$ cat src/rtl/sram_arb_pkg.sv
// Shared types and constants for the 2RW SRAM arbiter.
package sram_arb_pkg;

    localparam int unsigned DATA_WIDTH_DEF = 32;
    localparam int unsigned ADDR_WIDTH_DEF = 7;
    localparam int unsigned INIT_WORDS     = 128;
    localparam int unsigned MAX_REQ        = 8;
    localparam int unsigned TRK_ID_W       = $clog2(MAX_REQ);

    typedef enum logic {
        INIT = 1'b0,
        RUN  = 1'b1
    } arb_state_e;

    // One in-flight access on a macro port: read flag plus requester id.
    typedef struct packed {
        logic                rd;
        logic [TRK_ID_W-1:0] id;
    } trk_entry_t;

endpackage

$ cat src/rtl/sram_2rw_arbiter_rr_pick2.sv
// Round-robin dual picker: first two valid requesters from ptr, with the
// same-address write hazard dropping the second grant.
module rr_pick2 #(
    parameter  int unsigned NUM_REQ    = 4,
    parameter  int unsigned ADDR_WIDTH = 7,
    localparam int unsigned IDX_W      = $clog2(NUM_REQ)
) (
    input  logic [NUM_REQ-1:0]            req,
    input  logic [IDX_W-1:0]              ptr,
    input  logic [NUM_REQ*ADDR_WIDTH-1:0] addr,
    input  logic [NUM_REQ-1:0]            we,
    output logic                          a_valid_c,
    output logic [IDX_W-1:0]              a_idx_c,
    output logic                          b_valid_c,
    output logic [IDX_W-1:0]              b_idx_c
);

    logic [ADDR_WIDTH-1:0] addr_arr [NUM_REQ];
    logic [IDX_W-1:0]      idx;

    always_comb begin
        a_valid_c = 1'b0;
        a_idx_c   = '0;
        b_valid_c = 1'b0;
        b_idx_c   = '0;
        idx       = '0;
        for (int i = 0; i < int'(NUM_REQ); i++) begin
            addr_arr[i] = addr[i*ADDR_WIDTH +: ADDR_WIDTH];
        end
        for (int k = 0; k < int'(NUM_REQ); k++) begin
            idx = IDX_W'((int'(ptr) + k) % int'(NUM_REQ));
            if (req[idx]) begin
                if (!a_valid_c) begin
                    a_valid_c = 1'b1;
                    a_idx_c   = idx;
                end else if (!b_valid_c) begin
                    b_valid_c = 1'b1;
                    b_idx_c   = idx;
                end
            end
        end
        // Same word on both ports is only safe when both are reads.
        if (a_valid_c && b_valid_c && (addr_arr[a_idx_c] == addr_arr[b_idx_c])
            && (we[a_idx_c] || we[b_idx_c])) begin
            b_valid_c = 1'b0;
        end
    end

endmodule

$ cat src/rtl/sram_2rw_arbiter.sv
// Front-end for a 2RW SRAM macro: clears the array after reset, then grants
// up to two requesters per cycle and returns read data two cycles later.
module sram_2rw_arbiter
    import sram_arb_pkg::*;
#(
    parameter int unsigned NUM_REQ    = 4,
    parameter int unsigned DATA_WIDTH = DATA_WIDTH_DEF,
    parameter int unsigned ADDR_WIDTH = ADDR_WIDTH_DEF
) (
    input  logic                          clk,
    input  logic                          rst,
    input  logic [NUM_REQ-1:0]            req_valid,
    output logic [NUM_REQ-1:0]            req_ready,
    input  logic [NUM_REQ-1:0]            req_we,
    input  logic [NUM_REQ*ADDR_WIDTH-1:0] req_addr,
    input  logic [NUM_REQ*DATA_WIDTH-1:0] req_wdata,
    output logic [NUM_REQ-1:0]            rsp_valid,
    output logic [NUM_REQ*DATA_WIDTH-1:0] rsp_rdata,
    output logic                          init_done,
    output logic                          csb0,
    output logic                          web0,
    output logic [ADDR_WIDTH-1:0]         addr0,
    output logic [DATA_WIDTH-1:0]         din0,
    input  logic [DATA_WIDTH-1:0]         dout0,
    output logic                          csb1,
    output logic                          web1,
    output logic [ADDR_WIDTH-1:0]         addr1,
    output logic [DATA_WIDTH-1:0]         din1,
    input  logic [DATA_WIDTH-1:0]         dout1
);

    localparam int unsigned IDX_W = $clog2(NUM_REQ);
    localparam int unsigned CNT_W = $clog2(INIT_WORDS / 2);

    arb_state_e                    state_q, state_d;
    logic [CNT_W-1:0]              init_cnt_q;
    logic [IDX_W-1:0]              rr_ptr_q;
    logic                          init_done_q;
    trk_entry_t                    trk0_q, trk1_q, trk0_d, trk1_d;
    logic [NUM_REQ-1:0]            rsp_valid_q;
    logic [NUM_REQ*DATA_WIDTH-1:0] rsp_rdata_q;

    logic                  a_valid_c, b_valid_c;
    logic [IDX_W-1:0]      a_idx_c, b_idx_c;
    logic [ADDR_WIDTH-1:0] addr_arr [NUM_REQ];
    logic [DATA_WIDTH-1:0] wdata_arr [NUM_REQ];

    function automatic logic [IDX_W-1:0] ptr_after(input logic [IDX_W-1:0] idx);
        return (idx == IDX_W'(NUM_REQ - 1)) ? '0 : idx + IDX_W'(1);
    endfunction

    rr_pick2 #(
        .NUM_REQ    (NUM_REQ),
        .ADDR_WIDTH (ADDR_WIDTH)
    ) u_pick (
        .req       (req_valid),
        .ptr       (rr_ptr_q),
        .addr      (req_addr),
        .we        (req_we),
        .a_valid_c (a_valid_c),
        .a_idx_c   (a_idx_c),
        .b_valid_c (b_valid_c),
        .b_idx_c   (b_idx_c)
    );

    always_comb begin
        for (int i = 0; i < int'(NUM_REQ); i++) begin
            addr_arr[i]  = req_addr[i*ADDR_WIDTH +: ADDR_WIDTH];
            wdata_arr[i] = req_wdata[i*DATA_WIDTH +: DATA_WIDTH];
        end
    end

    // Next state, grant handshake and macro port drive.
    always_comb begin
        state_d   = state_q;
        req_ready = '0;
        csb0      = 1'b1;
        web0      = 1'b1;
        addr0     = '0;
        din0      = '0;
        csb1      = 1'b1;
        web1      = 1'b1;
        addr1     = '0;
        din1      = '0;
        trk0_d    = '0;
        trk1_d    = '0;
        if (!rst) begin
            case (state_q)
                INIT: begin
                    csb0  = 1'b0;
                    web0  = 1'b0;
                    addr0 = ADDR_WIDTH'({init_cnt_q, 1'b0});
                    csb1  = 1'b0;
                    web1  = 1'b0;
                    addr1 = ADDR_WIDTH'({init_cnt_q, 1'b1});
                    if (init_cnt_q == CNT_W'(INIT_WORDS / 2 - 1)) begin
                        state_d = RUN;
                    end
                end
                RUN: begin
                    if (a_valid_c) begin
                        req_ready[a_idx_c] = 1'b1;
                        csb0      = 1'b0;
                        web0      = ~req_we[a_idx_c];
                        addr0     = addr_arr[a_idx_c];
                        din0      = wdata_arr[a_idx_c];
                        trk0_d.rd = ~req_we[a_idx_c];
                        trk0_d.id = TRK_ID_W'(a_idx_c);
                    end
                    if (b_valid_c) begin
                        req_ready[b_idx_c] = 1'b1;
                        csb1      = 1'b0;
                        web1      = ~req_we[b_idx_c];
                        addr1     = addr_arr[b_idx_c];
                        din1      = wdata_arr[b_idx_c];
                        trk1_d.rd = ~req_we[b_idx_c];
                        trk1_d.id = TRK_ID_W'(b_idx_c);
                    end
                end
                default: state_d = INIT;
            endcase
        end
    end

    always_ff @(posedge clk) begin
        if (rst) begin
            state_q     <= INIT;
            init_cnt_q  <= '0;
            rr_ptr_q    <= '0;
            init_done_q <= 1'b0;
            trk0_q      <= '0;
            trk1_q      <= '0;
            rsp_valid_q <= '0;
            rsp_rdata_q <= '0;
        end else begin
            state_q     <= state_d;
            init_done_q <= (state_d == RUN);
            trk0_q      <= trk0_d;
            trk1_q      <= trk1_d;
            if (state_q == INIT) begin
                init_cnt_q <= init_cnt_q + CNT_W'(1);
            end
            if (state_q == RUN) begin
                if (b_valid_c) begin
                    rr_ptr_q <= ptr_after(b_idx_c);
                end else if (a_valid_c) begin
                    rr_ptr_q <= ptr_after(a_idx_c);
                end
            end
            // Macro output is valid one cycle after capture; route it by id.
            rsp_valid_q <= '0;
            for (int i = 0; i < int'(NUM_REQ); i++) begin
                if (trk0_q.rd && (trk0_q.id == TRK_ID_W'(i))) begin
                    rsp_valid_q[i] <= 1'b1;
                    rsp_rdata_q[i*DATA_WIDTH +: DATA_WIDTH] <= dout0;
                end else if (trk1_q.rd && (trk1_q.id == TRK_ID_W'(i))) begin
                    rsp_valid_q[i] <= 1'b1;
                    rsp_rdata_q[i*DATA_WIDTH +: DATA_WIDTH] <= dout1;
                end
            end
        end
    end

    assign rsp_valid = rsp_valid_q;
    assign rsp_rdata = rsp_rdata_q;
    assign init_done = init_done_q;

endmodule

$ cat config.mk
export PLATFORM = sky130hd
export DESIGN_NAME = sram_2rw_arbiter
export DESIGN_NICKNAME = d
export VERILOG_FILES = /design/src/rtl/sram_arb_pkg.sv /design/src/rtl/sram_2rw_arbiter_rr_pick2.sv /design/src/rtl/sram_2rw_arbiter.sv
export SDC_FILE = /design/constraint.sdc
export NUM_CORES = 1
export LEC_CHECK = 0
export BUFFER_PORTS_ARGS = -buffer_cell sky130_fd_sc_hd__buf_4
export CAP_MARGIN = 0
export CORE_AREA = 5 5 184 151
export DETAILED_ROUTE_END_ITERATION = 8
export DIE_AREA = 0 0 189 156
export MAX_ROUTING_LAYER = met4
export PLACE_DENSITY = 0.77
export SYNTH_ARGS = -nofsm -noshare
export SYNTH_HDL_FRONTEND = slang
export SYNTH_SLANG_ARGS = --single-unit
$ cat constraint.sdc
create_clock -name clk -period 6.8 [get_ports clk]
set_clock_uncertainty 0.1 [all_clocks]
set_input_delay 0.34 -clock clk [delete_from_list [all_inputs] [get_ports clk]]
set_output_delay 0.34 -clock clk [all_outputs]
set_load 0.02 [all_outputs]
==> summary.txt <==
Post-route DRC: 0
CTS max path bufs: 2
Hold Vio Cnt, Final: 0
main combinational cell family by area after synthesis: multiplexers
register bit total from synthesis: 147
via density per instance: 5.800
Cells on Worst Hold Path: 3
setup TNS: 0 ps
largest area contributor in the netlist: dfxtp_1
Crit. End Element: output port
fillers: 2,365
relative slew slack: 14.80%
Clock Sinks: 147
post-synthesis xor/xnor area fraction: 0.6051%
vias in the first global route: 10,700
Final nets: 1,782
TritonCTS buffer count: 17
postcts setup bufs: 0
fin crit period: 6068 ps
Post-Synth Adder-Cell Area: 1.457%
Port-buffer cells: 448
Cells after DPL: 1,852
clock-pin slew on the worst setup and hold paths: 70 ps
CTS tree: built
Setup violations, final: 0
critical path startpoint category: flip-flop
Initial Util: 39.28%
RSZ-0062 raised after global routing: false
H-tree Lvls: 4
WS Path Type: flip-flop to output port
status: finished clean
fin. max-slew vios: 0
async set-reset flop share out of synthesis: 0%
synth top area cells: dfxtp_1 29%, mux2i_1 18%, a211oi_1 12%
multiplexer area fraction after synthesis: 26.06%
FP Rows: 53
first-pass GRT wire length: 62,820 microns
RePlAce Congestion: 1.031
vias: 10,950
Final period util: 89.24%
largest net degree at the start of global routing: 84
Net Count, Synth: 1,413
TritonRoute pass-1 iters: 5
worst-margin pin slew: 1267 ps
sequential-to-total area share from yosys stat: 29.04%
GRT overflow: 0
Synth Area in Compound Gates: 18.72%
share of post-route cells with drive strength above 1: 35.71%
hold buffer count at cts: 0
maxcap violations: 0
WP data required: 6360 ps
DR iter-0 viols: 694
initial antenna violation count: 3
synth unique cells: 68
post-synth top area share: 29.04%
largest fanout on the critical path: 39
Die Span X: 189 microns
Post-Syn Area: 10,130 sq um
fmax: 164.8 MHz
Core ar.: 25,800 sq um
LEAKAGE: 6.797 nW
post-route ant nets: 0
Synth Area in Simple Gates: 18.44%
Total Wirelength: 41,740 microns
synth-to-layout area growth: 39.62%
I/O pins: 449
Hold WC Path Type: input pin to flip-flop
WL per Instance: 22.12 microns
Gate Count Post-Synth: 1,172
Critical Path AT: 5630 ps
Max VDD drop: 0.0001303 V
Synth Warn #: 0
Layout Utilization: 54.84%
pwr dens: 156.5 nW/um^2
All-Layer GR Usage: 27.54%
hpwl dp: 31,170 microns
die area: 29,480 sq um
Vert. Die Dim: 156 microns
cts repair resizes: 0
Top FF cell, synth: dfxtp_1
fin cells: 1,887
Mean Syn Cell Area: 8.645 sq um
R2R depth: 12
root cell of the clock tree: clkbuf_16
worst skew pair latency: 420 ps
EDFF count, synth: 0
-- critical path, stage by stage, from the launching register on --
cell      delay [ps]
dfxtp_1          920
mux4_2           620
ha_1             300
nor2b_1          170
a211oi_1         110
a21o_1           230
a31oi_4          450
mux2i_1          380
a21oi_1           70
or4_1            590
nor4_4           390
or4_4            560
a211oi_1         120
buf_4            230
-- layout make-up --
type | instances | area (sq um) | area share (%)
multi-input cells | 893 | 6655 | 47.05
well taps | 330 | 412.9 | 2.919
clock buffers | 18 | 429.2 | 3.034
flip-flops and latches | 147 | 2943 | 20.80
repair buffers | 465 | 3491 | 24.68
clock inverters | 14 | 143.9 | 1.017
inverters | 17 | 63.81 | 0.4511
diodes | 3 | 7.507 | 0.05307
-- state kept, by name, summed over array words and instances (netlist names) --
signal / cells
trk1_q: 3
rr_ptr_q: 2
init_done: 1
trk0_q: 3
init_cnt_q: 6
rsp_rdata: 128
rsp_valid: 4
-- synthesized netlist by cell type (8+ instances only) --
cell	n
nor2_1	145
dfxtp_1	147
buf_1	8
inv_1	14
a21oi_1	24
clkbuf_1	81
buf_2	18
a211oi_1	159
and3_1	37
a211oi_2	8
o21ai_0	15
ha_1	11
mux4_2	34
mux2i_1	185
nand2_1	130
and2_1	39
-- cells in the final DEF (no fill, tap or decap), drive strengths merged, types with 24 or more instances in the layout --
cell type  Yosys  routed
dfxtp        147     147
nor2         145     145
mux2i        185     185
and2          39      39
mux4          34      34
nand2        130     130
and3          37      37
a21oi         24      24
buf           34     465
a211oi       167     167
-- per-stage QoR --
step / instance area [sq um] / power [mW] / hold WS [ps] / worst slack (ps)
2_1_floorplan: 10130 / 1.115 / 371.0 / 1604
3_3_place_gp: 13570 / 1.305 / 382.2 / 1468
3_5_place_dp: 13570 / 1.310 / 389.1 / 1248
4_1_cts: 14140 / 2.226 / 118.2 / 798.8
5_1_grt: 14150 / 2.298 / 123.7 / 392.5
6_report: 14150 / 2.214 / 133.1 / 731.8
-- where the power goes --
group | switching [mW] | internal, mW | total (mW)
clock network | 0.404 | 0.515 | 0.919
logic | 0.225 | 0.205 | 0.431
registers | 0.00178 | 0.862 | 0.864
-- per-layer routing --
metal / up-vias / global-route usage [%] / routed length [microns] / part of all wire, %
met5: - / - / 0 / 0
met4: 0 / 11.17 / 1535 / 3.7
met3: 94 / 6.644 / 3452 / 8.3
met2: 516 / 44.22 / 20260 / 49
met1: 5294 / 33.51 / 16500 / 40
li1: 5041 / - / - / -
-- path summary, 6_finish.rpt --
| kind | start | to | slack [ps] |
|---|---|---|---|
| worst max-delay path | rr_ptr_q[1] | din1[21] | 730 |
| worst min-delay path | dout0[3] | rsp_rdata[3] | 130 |
| worst max register to register | rr_ptr_q[1] | trk1_q[3] | 1630 |
| worst min register to register | init_cnt_q[5] | init_cnt_q[5] | 400 |
-- logic make-up (layout without fill, tap and decap cells) --
kind of cell / count (synthesis) / count (layout)
flip-flops: 147 / 147
buffers and inverters: 132 / 514
XOR/XNOR: 7 / 7
AO/OA/AOI/OAI: 255 / 255
multiplexers: 221 / 221
AND/OR/NAND/NOR: 398 / 398
adder cells (fa/ha/maj): 12 / 12
other: 0 / 3
No activity file was read; power rests on OpenSTA's default activity.
